$ cat src/rtl/mc_ctrl.sv
// Multi-cycle MIPS control unit: IF/ID/EXE/MEM/WB sequencer with bounded mem_rdy wait.
// Optional CO_OVF_EN macro adds addi with overflow-suppressed write-back.
module mc_ctrl #(
  parameter int TIMEOUT = 16,
  parameter int ALUOP_W = 3
) (
  input  logic               clk,
  input  logic               rst,
  input  logic [5:0]         op,
  input  logic [5:0]         funct,
  input  logic               zero,
  input  logic               ovf,
  input  logic               mem_rdy,
  output logic               pc_wr,
  output logic               ir_wr,
  output logic               reg_wr,
  output logic               mem_wr,
  output logic               mem_rd,
  output logic [1:0]         reg_dst,
  output logic [1:0]         mem_to_reg,
  output logic [1:0]         npc_sel,
  output logic               alu_src,
  output logic               ext_op,
  output logic [ALUOP_W-1:0] alu_op,
  output logic               illegal,
  output logic               bus_err,
  output logic [2:0]         state
);

  typedef enum logic [2:0] {
    S_IF  = 3'd0,
    S_ID  = 3'd1,
    S_EXE = 3'd2,
    S_MEM = 3'd3,
    S_WB  = 3'd4
  } state_t;

  localparam int CW = (TIMEOUT > 0) ? $clog2(TIMEOUT + 1) : 1;
  localparam logic [CW-1:0] TMAX = CW'(TIMEOUT);

  localparam logic [ALUOP_W-1:0] A_ADD = ALUOP_W'(0);
  localparam logic [ALUOP_W-1:0] A_SUB = ALUOP_W'(1);
  localparam logic [ALUOP_W-1:0] A_OR  = ALUOP_W'(2);
  localparam logic [ALUOP_W-1:0] A_LUI = ALUOP_W'(3);

  state_t         cur;
  state_t         nxt;
  logic [CW-1:0]  cnt;
  logic           ovf_q;
  logic           waiting;
  logic           tmo;

  logic is_rt;
  logic is_addu;
  logic is_subu;
  logic is_jr;
  logic is_ori;
  logic is_lw;
  logic is_sw;
  logic is_beq;
  logic is_lui;
  logic is_j;
  logic is_jal;
  logic is_addi;
  logic legal;

  always_comb begin
    is_rt   = (op == 6'b000000);
    is_addu = is_rt && (funct == 6'b100001);
    is_subu = is_rt && (funct == 6'b100011);
    is_jr   = is_rt && (funct == 6'b001000);
    is_ori  = (op == 6'b001101);
    is_lw   = (op == 6'b100011);
    is_sw   = (op == 6'b101011);
    is_beq  = (op == 6'b000100);
    is_lui  = (op == 6'b001111);
    is_j    = (op == 6'b000010);
    is_jal  = (op == 6'b000011);
`ifdef CO_OVF_EN
    is_addi = (op == 6'b001000);
`else
    is_addi = 1'b0;
`endif
    legal = is_addu | is_subu | is_jr | is_ori
          | is_lw | is_sw | is_beq | is_lui
          | is_j | is_jal | is_addi;
  end

  assign waiting = (cur == S_IF) || (cur == S_MEM);
  assign tmo = (TIMEOUT != 0) && waiting
             && (cnt == TMAX) && !mem_rdy;

  always_comb begin
    nxt        = cur;
    pc_wr      = 1'b0;
    ir_wr      = 1'b0;
    reg_wr     = 1'b0;
    mem_wr     = 1'b0;
    mem_rd     = 1'b0;
    reg_dst    = 2'b00;
    mem_to_reg = 2'b00;
    npc_sel    = 2'b00;
    alu_src    = 1'b0;
    ext_op     = 1'b0;
    alu_op     = A_ADD;
    illegal    = 1'b0;
    bus_err    = 1'b0;
    unique case (cur)
      S_IF: begin
        if (tmo) begin
          bus_err = 1'b1;
          nxt     = S_IF;
        end else begin
          mem_rd = 1'b1;
          if (mem_rdy) begin
            ir_wr = 1'b1;
            pc_wr = 1'b1;
            nxt   = S_ID;
          end
        end
      end
      S_ID: begin
        unique case (1'b1)
          is_j: begin
            pc_wr   = 1'b1;
            npc_sel = 2'b10;
            nxt     = S_IF;
          end
          is_jal: begin
            pc_wr      = 1'b1;
            npc_sel    = 2'b10;
            reg_wr     = 1'b1;
            reg_dst    = 2'b10;
            mem_to_reg = 2'b10;
            nxt        = S_IF;
          end
          is_jr: begin
            pc_wr   = 1'b1;
            npc_sel = 2'b11;
            nxt     = S_IF;
          end
          !legal: begin
            illegal = 1'b1;
            nxt     = S_IF;
          end
          default: nxt = S_EXE;
        endcase
      end
      S_EXE: begin
        alu_src = is_ori | is_lui | is_lw | is_sw | is_addi;
        ext_op  = is_lw | is_sw | is_beq | is_addi;
        unique case (1'b1)
          is_subu, is_beq: alu_op = A_SUB;
          is_ori:          alu_op = A_OR;
          is_lui:          alu_op = A_LUI;
          default:         alu_op = A_ADD;
        endcase
        if (is_beq) begin
          pc_wr   = zero;
          npc_sel = 2'b01;
          nxt     = S_IF;
        end else if (is_lw || is_sw) begin
          nxt = S_MEM;
        end else begin
          nxt = S_WB;
        end
      end
      S_MEM: begin
        if (tmo) begin
          bus_err = 1'b1;
          nxt     = S_IF;
        end else begin
          mem_rd = is_lw;
          mem_wr = is_sw;
          if (mem_rdy) nxt = is_lw ? S_WB : S_IF;
        end
      end
      S_WB: begin
        reg_wr     = is_addi ? !ovf_q : 1'b1;
        reg_dst    = is_rt ? 2'b01 : 2'b00;
        mem_to_reg = is_lw ? 2'b01 : 2'b00;
        nxt        = S_IF;
      end
      default: nxt = S_IF;
    endcase
    // reset masks every output, including the state view
    if (rst) begin
      pc_wr      = 1'b0;
      ir_wr      = 1'b0;
      reg_wr     = 1'b0;
      mem_wr     = 1'b0;
      mem_rd     = 1'b0;
      reg_dst    = 2'b00;
      mem_to_reg = 2'b00;
      npc_sel    = 2'b00;
      alu_src    = 1'b0;
      ext_op     = 1'b0;
      alu_op     = A_ADD;
      illegal    = 1'b0;
      bus_err    = 1'b0;
    end
  end

  assign state = rst ? 3'd0 : 3'(cur);

  always_ff @(posedge clk) begin
    if (rst) begin
      cur   <= S_IF;
      cnt   <= '0;
      ovf_q <= 1'b0;
    end else begin
      cur <= nxt;
      if (nxt != cur || tmo)
        cnt <= '0;
      else if (waiting && !mem_rdy && TIMEOUT != 0)
        cnt <= cnt + 1'b1;
`ifdef CO_OVF_EN
      if (cur == S_EXE) ovf_q <= ovf;
`else
      ovf_q <= 1'b0;
`endif
    end
  end

`ifndef CO_OVF_EN
  logic unused_ovf;
  assign unused_ovf = ovf;
`endif

endmodule

$ cat config.mk
export PLATFORM = sky130hd
export DESIGN_NAME = mc_ctrl
export DESIGN_NICKNAME = d
export VERILOG_FILES = /design/src/rtl/mc_ctrl.sv
export SDC_FILE = /design/constraint.sdc
export NUM_CORES = 1
export LEC_CHECK = 0
export BUFFER_PORTS_ARGS = -buffer_cell sky130_fd_sc_hd__buf_2
export CORE_MARGIN = 2
export CORE_UTILIZATION = 46
export CTS_CLUSTER_SIZE = 8
export DETAILED_ROUTE_END_ITERATION = 8
export PLACE_DENSITY = 0.77
export SYNTH_ARGS = -nofsm -noshare
export SYNTH_HDL_FRONTEND = slang
export SYNTH_SLANG_ARGS = --single-unit
$ cat constraint.sdc
create_clock -name clk -period 1.9 [get_ports clk]
set_input_delay 0.095 -clock clk [delete_from_list [all_inputs] [get_ports clk]]
set_output_delay 0.095 -clock clk [all_outputs]
set_load 0.01 [all_outputs]
== Word level (Yosys, flattened, before mapping) ==
Index checks and enable logic that the tools add are counted.

* $add $sub $neg: 1
* Equal/unequal tests: 16
* Muxes and demuxes: 52
* Bitwise logic cells: 14
* Reductions and logical operators: 19

{| class="wikitable"
|+ Operator list
! kind !! number
|-
| 1-bit 2-to-1 mux || 28
|-
| 3-bit 2-to-1 mux || 9
|-
| 6-bit == test, second input constant || 4
|-
| 6-bit by 4-bit == test with 1-bit output, second input constant || 3
|-
| 2-bit one-hot mux with 2 select lines || 4
|-
| 1-bit bitwise OR || 14
|-
| 6-bit by 2-bit == test with 1-bit output, second input constant || 2
|-
| 2-bit 2-to-1 mux || 6
|-
| 3-bit one-hot mux with 4 select lines || 1
|-
| 2-bit OR reduction || 4
|-
| 3-bit by 2-bit == test with 1-bit output, second input constant || 2
|-
| 6-bit by 3-bit == test with 1-bit output, second input constant || 1
|-
| 1-bit logical AND || 6
|-
| 6-bit logical NOT || 1
|-
| 2-bit one-hot mux with 3 select lines || 1
|-
| 5-bit by 1-bit adder with 5-bit output, second input constant || 1
|-
| 5-bit == test, second input constant || 1
|-
| 1-bit one-hot mux with 2 select lines || 2
|-
| 4-bit OR reduction || 1
|-
| 3-bit by 1-bit == test with 1-bit output, second input constant || 1
|-
| 3-bit == test, second input constant || 1
|-
| 3-bit logical NOT || 1
|-
| 1-bit logical OR || 3
|-
| 3-bit != test || 1
|-
| 3 further kinds || 4
|}

* Bits in registers: 8
* Input port bits: 17
* Output and inout port bits: 21
* Logic and storage cells: 104

== Depth between registers and ports, before layout ==
Gate-level depths: netlist of the first run.

* Depth in word-level cells: 18
* Depth in mapped cells: 7
* Gate-level depth less buffers: 6

== Least setup slack after synthesis of the first run ==
OpenSTA, ideal clock, no wires.

* Path kind: register to register
* From: register cnt[0]
* To: register cnt[4]
* Setup time: 0.058 ns
* Arrival: 1.627 ns
* Setup slack: 0.215 ns
* Cell stages (with the launch flop): 8
* Clock period less this slack: 1.685 ns
* Path through: dfxtp_1 -> inv_1 -> ha_1 -> and4bb_2 -> or4b_1 -> clkbuf_1 -> nor2_1 -> mux2_2

* Longest elaborated chain between the ends: 8

{| class="wikitable"
|+ Ends and longest elaborated chain
! what !! line !! RTL
|-
| start, declared || 48 || <nowiki>logic [CW-1:0] cnt;</nowiki>
|-
| start signal, assigned || 216 || <nowiki>cnt <= cnt + 1'b1;</nowiki>
|-
| 5-bit == test || 91 || <nowiki>&& (cnt == TMAX) && !mem_rdy;</nowiki>
|-
| 1-bit logical AND (2 in a row) || 91 ||
|-
| 3-bit 2-to-1 mux (on tied branches) || 169, 110 ||
|-
| 3-bit one-hot mux with 4 select lines || 108 || <nowiki>unique case (cur)</nowiki>
|-
| 3-bit != test || 213 || <nowiki>if (nxt != cur || tmo)</nowiki>
|-
| 1-bit logical OR || 213 ||
|-
| 2-bit OR reduction (no line) || - ||
|}

Several ways; a longest one is shown, not always the timed one.
A chain may end at the register's enable or synchronous reset.

== Worst setup path after layout of the first run ==
* From: register cur[2]
* To: output npc_sel[0]

* Longest elaborated chain between the ends: 3

{| class="wikitable"
|+ Ends and longest elaborated chain
! what !! line !! RTL
|-
| start, declared || 46 || <nowiki>state_t cur;</nowiki>
|-
| start signal, assigned || 212 || <nowiki>cur <= nxt;</nowiki>
|-
| 3-bit by 2-bit == test with 1-bit output / 3-bit by 1-bit == test with 1-bit output (equally long branches) || 108 ||
|-
| 2-bit one-hot mux with 2 select lines (*) || 108 ||
|-
| 2-bit 2-to-1 mux (*) || 187 || <nowiki>if (rst) begin</nowiki>
|-
| end, declared || 21 || <nowiki>output logic [1:0] npc_sel,</nowiki>
|}

Every way passes the cells marked *; elsewhere a longest branch is shown, timed or not.

==> impl_metrics.py, run 1 <==
metrics = {
    "sta": {
        "maxClockFrequency_mhz": 544,
        "hold_slack_ps": 154,
        "clock-skew-final_ps": 7.36,
        "grt_setup_unrepaired": "yes",
        "timing.final.ws_setup_ps": 60.3,
        "final_max_slew_viol_count": 0,
        "finalHoldViolations": 0,
        "setup_violations": 0,
        "finalCriticalPeriod_ps": 1840,
        "final.setup.tns_ps": 0,
        "period_utilisation_layout_pct": 96.8,
    },
    "clocking": {
        "worst_setup_hold_path_clk_slew_ps": 50,
        "clockRootBuffer": "clkbuf_4",
        "tritoncts_num_sinks": 8,
        "cts.hold.buffers_added": 0,
        "cts-htree-levels": 1,
        "tritoncts": "done",
        "cts-root-to-sink-buffers": 2,
        "cts-buffers-inserted": 3,
        "clock_insertion_delay_worst_skew_ps": 270,
    },
    "layout": {
        "layout-drive-gt1-share_pct": 35.1,
        "insertedDiodeCount": 0,
        "area_delta_synth_final_pct": 30.3,
        "nets": 175,
        "final.fill_count": 172,
    },
    "global_route": {
        "grt_first_pass_wirelength_mm": 3.33,
        "vias_in_the_first_global_route": 819,
        "grt_start_max_net_pins": 13,
        "globalRouteTotalUtil_pct": 21.1,
        "gr-total-overflow": 0,
        "antenna_found_initial": 0,
    },
    "floorplanning": {
        "placeableCoreArea_sq_mm": 0.00173,
        "rows": 15,
        "floorplan.die.width_um": 46.8,
        "ioPinCount": 38,
        "design.die.area_sq_mm": 0.00219,
        "chip_height_um": 46.8,
        "initial_utilization_pct": 48.8,
    },
    "placement": {
        "place_congestion": 0.808,
        "pre_cts_slack_ps": 127,
        "portBuffers": 35,
        "hpwl_mm": 1.74,
    },
    "pwr": {
        "power_density_mw_per_mm2": 387,
        "clock_power_share_pct": 33.0,
        "p_int_mw": 0.290,
        "worst_ir_drop_vdd_uv": 157,
        "p_leak_nw": 0.497,
        "power.combinational.fraction_pct": 26.2,
        "power.switching_fraction_pct": 31.8,
        "power_mw": 0.425,
        "p_sw_mw": 0.135,
        "pwr-share-seq_pct": 40.8,
    },
    "yosys": {
        "number_of_instances_in_the_synthesized_netlist": 119,
        "synth.top_cells.by_count": "nor2_1, dfxtp_1, inv_1",
        "ys_async_sr_fraction_pct": 0,
        "mappedNetlistNets": 138,
        "yosys.area.top_type": "dfxtp_1",
        "synthFlopType": "dfxtp_1",
        "ys_seq_elements": 8,
        "synthDominantCellAreaShare_pct": 19.0,
        "cell_types_occupying_the_most_area_after_synthesis": "dfxtp_1, nor2_1, nor3_1, xnor2_1, nand3_1",
        "synth.avg_cell_area_sq_um": 7.08,
        "seq_total_area_yosys_pct": 19.0,
        "synth_unique_cells": 44,
        "cell_area_after_synthesis_sq_um": 842,
        "synth_edf_count": 0,
        "ys.warnings.count": 0,
        "synth.most_common_cell": "nor2_1",
    },
    "worst_setup_path": {
        "cp_data_required_time_ps": 1800,
        "worstSetupPathType": "register to output port",
        "cp_data_arrival_time_ps": 1740,
        "critical-path-max-stage-delay_ps": 460,
        "critPathTopFamily": "simple AND/OR/NAND/NOR gates",
        "critical_path_peak_fanout": 8,
        "timing.critical_path.to_type": "output port",
        "timing.critical_path.slowest_stage_cell": "or3b_4",
        "critical_path.n_buffers_inverters": 1,
        "worstPathCellList": "or3b_4, or3_1, o32ai_1, buf_2",
        "cp-start-kind": "register",
    },
    "route": {
        "wl_mm": 2.23,
        "first_pass_iters": 4,
        "dr.first_iter.drc_count": 20,
        "vias": 1000,
        "route.detailed.drc": 0,
        "wire_per_inst_um": 12.5,
        "drtAntennaViolNets": 0,
        "drt-vias-per-instance": 5.59,
    },
    "worst_hold_path": {
        "worstHoldPathType": "input pin to register",
    },
    "run_status": {
        "status": "finished clean",
    },
    "run": {
        "max_cap_viol_count": 0,
    },
}
==> cell type report <==
| cell class | instances | area (sq um) | area share (%) |
|---|---|---|---|
| Tap cell | 25 | 31.3 | 2.85 |
| Inverter | 8 | 30.0 | 2.74 |
| Multi-Input combinational cell | 93 | 624 | 56.9 |
| Sequential cell | 8 | 161 | 14.7 |
| Clock buffer | 3 | 22.5 | 2.05 |
| Timing Repair Buffer | 42 | 228 | 20.8 |
==> kinds of logic (layout without fill, tap and decap cells) <==
| family | after synthesis | in the layout | synth area share (%) |
|---|---|---|---|
| adder cells (fa/ha/maj) | 2 | 2 | 2.97 |
| AO/OA/AOI/OAI | 17 | 17 | 14.7 |
| other | 1 | 1 | 0.445 |
| AND/OR/NAND/NOR | 66 | 66 | 45.8 |
| buffers and inverters | 18 | 53 | 9.36 |
| XOR/XNOR | 5 | 5 | 5.20 |
| flip-flops | 8 | 8 | 19.0 |
| multiplexers | 2 | 2 | 2.53 |
==> tightest hold or removal path, delay by kind of cell <==
kind,cells,cell delay [ps]
AND/OR/NAND/NOR,1,70
AO/OA/AOI/OAI,1,60
buffers and inverters,1,150
==> metal layers <==
metal | vias up | part of all wire [%] | global-route usage (%)
met5 | - | 0 | 0
met4 | 0 | 2.6 | 13.3
met3 | 7 | 4.1 | 2.69
met2 | 32 | 52 | 37.0
met1 | 465 | 41 | 23.9
li1 | 496 | - | -
==> registers in the layout, indices dropped and copies added (netlist names) <==
name	flops
cur	3
cnt	5
==> timing repair <==
action	in CTS	in global routing
setup endpoints to repair	3	1
cloned	0	0
pin swaps	1	2
buffers inserted	0	2
gates resized for setup	3	2
==> power by group through the flow <==
stage | sequential [mW] | combinational, mW | clock, mW
6_report | 0.173 | 0.111 | 0.140
5_1_grt | 0.173 | 0.122 | 0.143
4_1_cts | 0.173 | 0.108 | 0.139
3_5_place_dp | 0.176 | 0.107 | 0
3_3_place_gp | 0.176 | 0.104 | 0
2_1_floorplan | 0.177 | 0.0627 | 0
==> path summary, 6_finish.rpt <==
kind	depth (start not counted)	slack, ps	startpoint	to
setup / recovery	4	60	cur[2]	npc_sel[0]
hold / removal	3	150	mem_rdy	cur[2]
setup reg to reg	6	160	cnt[0]	cnt[4]
hold reg to reg	2	560	cnt[3]	cnt[3]
==> through the flow <==
step / utilization [%] / cells / instance area, sq um
floorplan: - / 119 / 842
global placement: 60.1 / 174 / 1040
detailed placement: 60.1 / 174 / 1040
CTS: 62.0 / 177 / 1070
global route: 63.6 / 179 / 1100
finish: 63.6 / 179 / 1100
==> cell usage in the layout (no fill, tap or decap), types with 2 or more instances in the layout <==
cell / instances
nor4_1: 3
or4b_1: 2
or4_1: 2
nor3_2: 2
o21ai_0: 2
nand4b_1: 2
nor3b_1: 2
dfxtp_1: 7
nand2_1: 6
nand3_1: 6
ha_1: 2
and3_1: 3
nor2_1: 15
nor3_1: 6
nand3b_1: 3
a21oi_1: 3
inv_1: 8
xnor2_1: 4
nand2b_1: 3
clkbuf_4: 3
a211oi_1: 4
buf_2: 35
nor4b_1: 2
buf_4: 7
No activity file was read; power rests on OpenSTA's default activity.
==> inputs of run 2 (changes only) <==
==> constraint.sdc (replaced) <==
create_clock -name clk -period 1.9 [get_ports clk]
set_input_delay 0.19 -clock clk [delete_from_list [all_inputs] [get_ports clk]]
set_output_delay 0.19 -clock clk [all_outputs]
set_load 0.01 [all_outputs]
==> impl_metrics.py, run 2 (synthesized netlist as in run 1, its figures left out) <==
metrics = {
    "sta": {
        "grt_setup_unrepaired": "yes",
        "finalCriticalPeriod_ps": 1870,
        "clock-skew-final_ps": 5.55,
        "final_max_slew_viol_count": 0,
        "maxClockFrequency_mhz": 534,
        "maxSlewHeadroom_pct": 66.9,
        "timing.final.ws_setup_ps": 27.1,
        "period_utilisation_layout_pct": 98.6,
        "worst_pin_slew_ps": 490,
        "hold_slack_ps": 251,
        "setup_violations": 0,
        "finalHoldViolations": 0,
    },
    "clocking": {
        "cts-buffers-inserted": 3,
        "cts-htree-levels": 1,
        "clockRootBuffer": "clkbuf_4",
        "worst_setup_hold_path_clk_slew_ps": 50,
        "cts.hold.buffers_added": 0,
        "tritoncts_num_sinks": 8,
        "tritoncts": "done",
        "clock_insertion_delay_worst_skew_ps": 260,
        "cts-root-to-sink-buffers": 2,
    },
    "route": {
        "wl_mm": 2.28,
        "wire_per_inst_um": 12.3,
        "first_pass_iters": 5,
        "dr.first_iter.drc_count": 22,
        "vias": 1018,
        "drt-vias-per-instance": 5.50,
        "drtAntennaViolNets": 0,
        "route.detailed.drc": 0,
    },
    "worst_setup_path": {
        "r2r_start": "cnt[0]",
        "critical_path.n_buffers_inverters": 3,
        "timing.critical_path.to_type": "output port",
        "critical_path.startpoint": "funct[1]",
        "critical-path-max-stage-delay_ps": 570,
        "critical_path_peak_fanout": 3,
        "timing.critical_path.slowest_stage_cell": "or4b_1",
        "crit_path_frequent_cell": "buf_2",
        "r2r_slack_ps": 200,
        "cp-start-kind": "input pin",
        "critPathTopFamily": "simple AND/OR/NAND/NOR gates",
        "cp_data_required_time_ps": 1710,
        "worstPathCellList": "buf_2, or4b_1, o41a_1, buf_4, nor3_1, buf_2",
        "worstSetupPathType": "input pin to output port",
        "cp_data_arrival_time_ps": 1680,
        "r2r_cells": 6,
        "worst_reg2reg_path_endpoint": "cnt[4]",
    },
    "worst_hold_path": {
        "min_from": "mem_rdy",
        "min_delay_worst_endpoint": "cur[2]",
        "worstHoldPathType": "input pin to register",
        "min_delay_path_depth": 3,
    },
    "placement": {
        "pre_cts_slack_ps": 51.3,
        "portBuffers": 35,
        "placedCellCount": 181,
        "hpwl_mm": 1.74,
        "place_congestion": 0.822,
    },
    "layout": {
        "area_delta_synth_final_pct": 38.8,
        "final.fill_count": 167,
        "largest_register_ff_count": 5,
        "largest-register": "cnt",
        "non_filler_instance_count_after_layout": 185,
        "mostFrequentLayoutCell": "buf_2",
        "commonest_cells_after_routing_fill_and_taps_aside": "buf_2, nor2_1, buf_4, inv_1",
        "layout-drive-gt1-share_pct": 41.9,
        "nets": 181,
        "insertedDiodeCount": 0,
        "largest_registers": "cnt (5), cur (3)",
    },
    "pwr": {
        "power_density_mw_per_mm2": 364,
        "worst_ir_drop_vdd_uv": 157,
        "power_mw": 0.425,
        "p_leak_nw": 0.526,
    },
    "global_route": {
        "grt_start_max_net_pins": 13,
        "antenna_found_initial": 0,
        "gr-total-overflow": 0,
        "globalRouteTotalUtil_pct": 22.0,
        "vias_in_the_first_global_route": 826,
        "grt_first_pass_wirelength_mm": 3.44,
    },
    "floorplanning": {
        "initial_utilization_pct": 48.8,
        "chip_height_um": 46.8,
        "floorplan.die.width_um": 46.8,
        "placeableCoreArea_sq_mm": 0.00173,
        "design.die.area_sq_mm": 0.00219,
        "ioPinCount": 38,
        "rows": 15,
    },
    "run_status": {
        "status": "finished clean",
    },
    "run": {
        "max_cap_viol_count": 0,
    },
}
==> run 2: cell types whose count changed in the layout (fill, tap and decap cells not counted), sizes merged <==
cell | before | now
buf | 42 | 48
==> run 2: power by group <==
group | switching, mW | total (mW) | internal, mW
Clock | 0.0600 | 0.132 | 0.0724
Sequential | 0.00222 | 0.172 | 0.170
Combinational | 0.0681 | 0.121 | 0.0526
Total | 0.130 | 0.425 | 0.295
==> run 2: how the worst max path moves through the flow <==
stage | slack (ps) | cells past startpoint | to
final | 30 | 6 | npc_sel[1]
after floorplan | 180 | 5 | mem_wr
after global routing | -40 | 6 | mem_wr
after global placement | 70 | 6 | pc_wr
after detailed placement | 50 | 6 | pc_wr
after CTS | 3 | 5 | mem_wr
==> run 2: final cells by class <==
class                           count  area [sq um]  share of cell area (%)
Tap cell                           25          31.3                    2.68
Inverter                            8          30.0                    2.57
Sequential cell                     8           166                    14.2
Clock buffer                        3          22.5                    1.93
Timing Repair Buffer               48           273                    23.3
Multi-Input combinational cell     93           646                    55.2
==> run 2: tightest hold or removal path: cells and delay by family <==
family | cells | cell delay (ps)
and+or+nand+nor | 1 | 70
buffers and inverters | 1 | 150
AOI/OAI and AO/OA | 1 | 60
==> run 2: repair_timing <==
action / in CTS / in global routing
pin swaps: 2 / 1
setup endpoints to repair: 4 / 9
resized for setup: 3 / 10
buffers inserted: 0 / 1
==> run 2: per-layer routing <==
metal	track usage, %	part of all wire [%]
met5	0	0
met3	4.23	4.1
met4	10.0	1.7
met1	27.5	44
met2	36.4	50
==> run 2: stage by stage <==
| stage | utilization [%] | instance area (sq um) | TNS [ps] |
|---|---|---|---|
| 2_1_floorplan | - | 842 | 0 |
| 6_report | 67.7 | 1170 | 0 |
| 3_5_place_dp | 63.1 | 1090 | 0 |
| 3_3_place_gp | 63.1 | 1090 | 0 |
| 5_1_grt | 67.7 | 1170 | -92.7 |
| 4_1_cts | 65.0 | 1120 | 0 |
==> inputs of run 3 (changes only) <==
--- a/config.mk
+++ b/config.mk
@@ -6,7 +6,7 @@
 export NUM_CORES = 1
 export LEC_CHECK = 0
 export BUFFER_PORTS_ARGS = -buffer_cell sky130_fd_sc_hd__buf_2
-export CORE_MARGIN = 2
+export CORE_MARGIN = 5
 export CORE_UTILIZATION = 46
 export CTS_CLUSTER_SIZE = 8
 export DETAILED_ROUTE_END_ITERATION = 8
==> impl_metrics.py, run 3 (synthesized netlist as in run 1, its figures left out) <==
metrics = {
    "run_status": {
        "status": "finished clean",
    },
    "placement": {
        "place_congestion": 0.882,
        "hpwl_mm": 1.96,
        "portBuffers": 35,
    },
    "route": {
        "first_pass_iters": 4,
        "dr.first_iter.drc_count": 28,
        "wl_mm": 2.54,
        "route.detailed.drc": 0,
        "drt-vias-per-instance": 5.60,
        "wire_per_inst_um": 13.6,
        "drtAntennaViolNets": 0,
        "vias": 1041,
    },
    "global_route": {
        "grt_first_pass_wirelength_mm": 4.11,
        "grt_start_max_net_pins": 13,
        "vias_in_the_first_global_route": 1005,
        "gr-total-overflow": 0,
        "antenna_found_initial": 0,
        "globalRouteTotalUtil_pct": 20.0,
    },
    "layout": {
        "largest_registers": "cnt (5), cur (3)",
        "nets": 182,
        "commonest_cells_after_routing_fill_and_taps_aside": "buf_2, nor2_1, buf_4, inv_1",
        "finalCoreUtilization_pct": 69.0,
        "area_delta_synth_final_pct": 41.5,
        "mostFrequentLayoutCell": "buf_2",
        "largest_register_ff_count": 5,
        "largest-register": "cnt",
        "layout-drive-gt1-share_pct": 43.5,
        "insertedDiodeCount": 0,
    },
    "floorplanning": {
        "design.die.area_sq_mm": 0.00279,
        "initial_utilization_pct": 48.8,
        "chip_height_um": 52.8,
        "ioPinCount": 38,
        "floorplan.die.width_um": 52.8,
        "placeableCoreArea_sq_mm": 0.00173,
        "rows": 15,
    },
    "sta": {
        "hold_slack_ps": 243,
        "grt_setup_unrepaired": "yes",
        "setup_violations": 0,
        "period_utilisation_layout_pct": 98.4,
        "worst_pin_slew_ps": 511,
        "final_max_slew_viol_count": 0,
        "finalCriticalPeriod_ps": 1870,
        "clock-skew-final_ps": 4.71,
        "maxSlewHeadroom_pct": 65.4,
        "finalHoldViolations": 0,
        "maxClockFrequency_mhz": 535,
    },
    "worst_setup_path": {
        "timing.critical_path.slowest_stage_cell": "dfxtp_2",
        "critical_path_peak_fanout": 4,
        "critPathTopFamily": "simple AND/OR/NAND/NOR gates",
        "cp-start-kind": "register",
        "critical-path-max-stage-delay_ps": 360,
        "cp_data_arrival_time_ps": 1680,
        "worstSetupPathType": "register to output port",
        "critical_path.n_buffers_inverters": 2,
        "cp_data_required_time_ps": 1710,
        "worstPathCellList": "inv_2, ha_4, and4bb_2, a211o_1, nor4_1, buf_2",
        "timing.critical_path.to_type": "output port",
    },
    "clocking": {
        "cts-root-to-sink-buffers": 2,
        "tritoncts": "done",
        "clock_insertion_delay_worst_skew_ps": 260,
        "cts-buffers-inserted": 3,
        "worst_setup_hold_path_clk_slew_ps": 60,
        "tritoncts_num_sinks": 8,
        "cts-htree-levels": 1,
        "clockRootBuffer": "clkbuf_4",
    },
    "pwr": {
        "worst_ir_drop_vdd_uv": 210,
        "power_density_mw_per_mm2": 364,
        "p_leak_nw": 0.532,
    },
    "worst_hold_path": {
        "worstHoldPathType": "input pin to register",
    },
    "run": {
        "max_cap_viol_count": 0,
    },
}
run 3: layer usage:
| metal | vias to the layer above | track usage (%) | wire, um |
|---|---|---|---|
| met5 | - | 0 | 0 |
| met4 | 0 | 13.6 | 69 |
| met3 | 5 | 1.71 | 141 |
| met2 | 37 | 38.4 | 1350 |
| met1 | 487 | 19.8 | 971 |
| li1 | 512 | - | - |
run 3: layout make-up:
cell class	instances	area, sq um
Tap cell	25	31.3
Inverter	8	30.0
Sequential cell	8	166
Timing Repair Buffer	49	280
Fill cell	149	536
Clock buffer	3	22.5
Multi-Input combinational cell	93	661
run 3: path summary, 6_finish.rpt:
path,start,endpoint,slack (ps),depth (start not counted)
worst min register to register,cnt[3],cnt[3],540,2
worst min-delay path,mem_rdy,cur[2],240,3
worst max-delay path,cnt[1],mem_wr,30,6
worst max register to register,cnt[1],cnt[4],150,6
run 3: stage by stage:
| stage | setup TNS, ps | instances | instance area (sq um) | power (mW) | setup WS, ps |
|---|---|---|---|---|---|
| 2_1_floorplan | 0 | 119 | 842 | 0.239 | 183 |
| 3_3_place_gp | 0 | 183 | 1100 | 0.292 | 77.0 |
| 3_5_place_dp | 0 | 183 | 1100 | 0.296 | 45.7 |
| 4_1_cts | -2.70 | 186 | 1130 | 0.432 | -2.70 |
| 5_1_grt | -53.1 | 186 | 1190 | 0.458 | -25.4 |
| 6_report | 0 | 186 | 1190 | 0.434 | 30.9 |
run 3: what timing repair did:
action,4_1_cts,5_1_grt
resized for setup,4,12
setup endpoints to repair,5,10
hold buffers,0,0
pin swaps,2,2
buffers inserted,0,0
hold endpoints to repair,0,0
run 3: worst reg2reg max path: cells and delay by family (launching register included):
kind,cells,cell delay [ps]
simple gates,3,990
fa+ha+maj,1,140
mux,1,160
buf+inv,1,50
flops,1,360
run 3: power breakdown:
| group | internal [mW] | switching [mW] | leakage, nW |
|---|---|---|---|
| clock | 0.0726 | 0.0633 | 0.0138 |
| combinational | 0.0559 | 0.0696 | 0.452 |
| sequential | 0.170 | 0.00247 | 0.0665 |
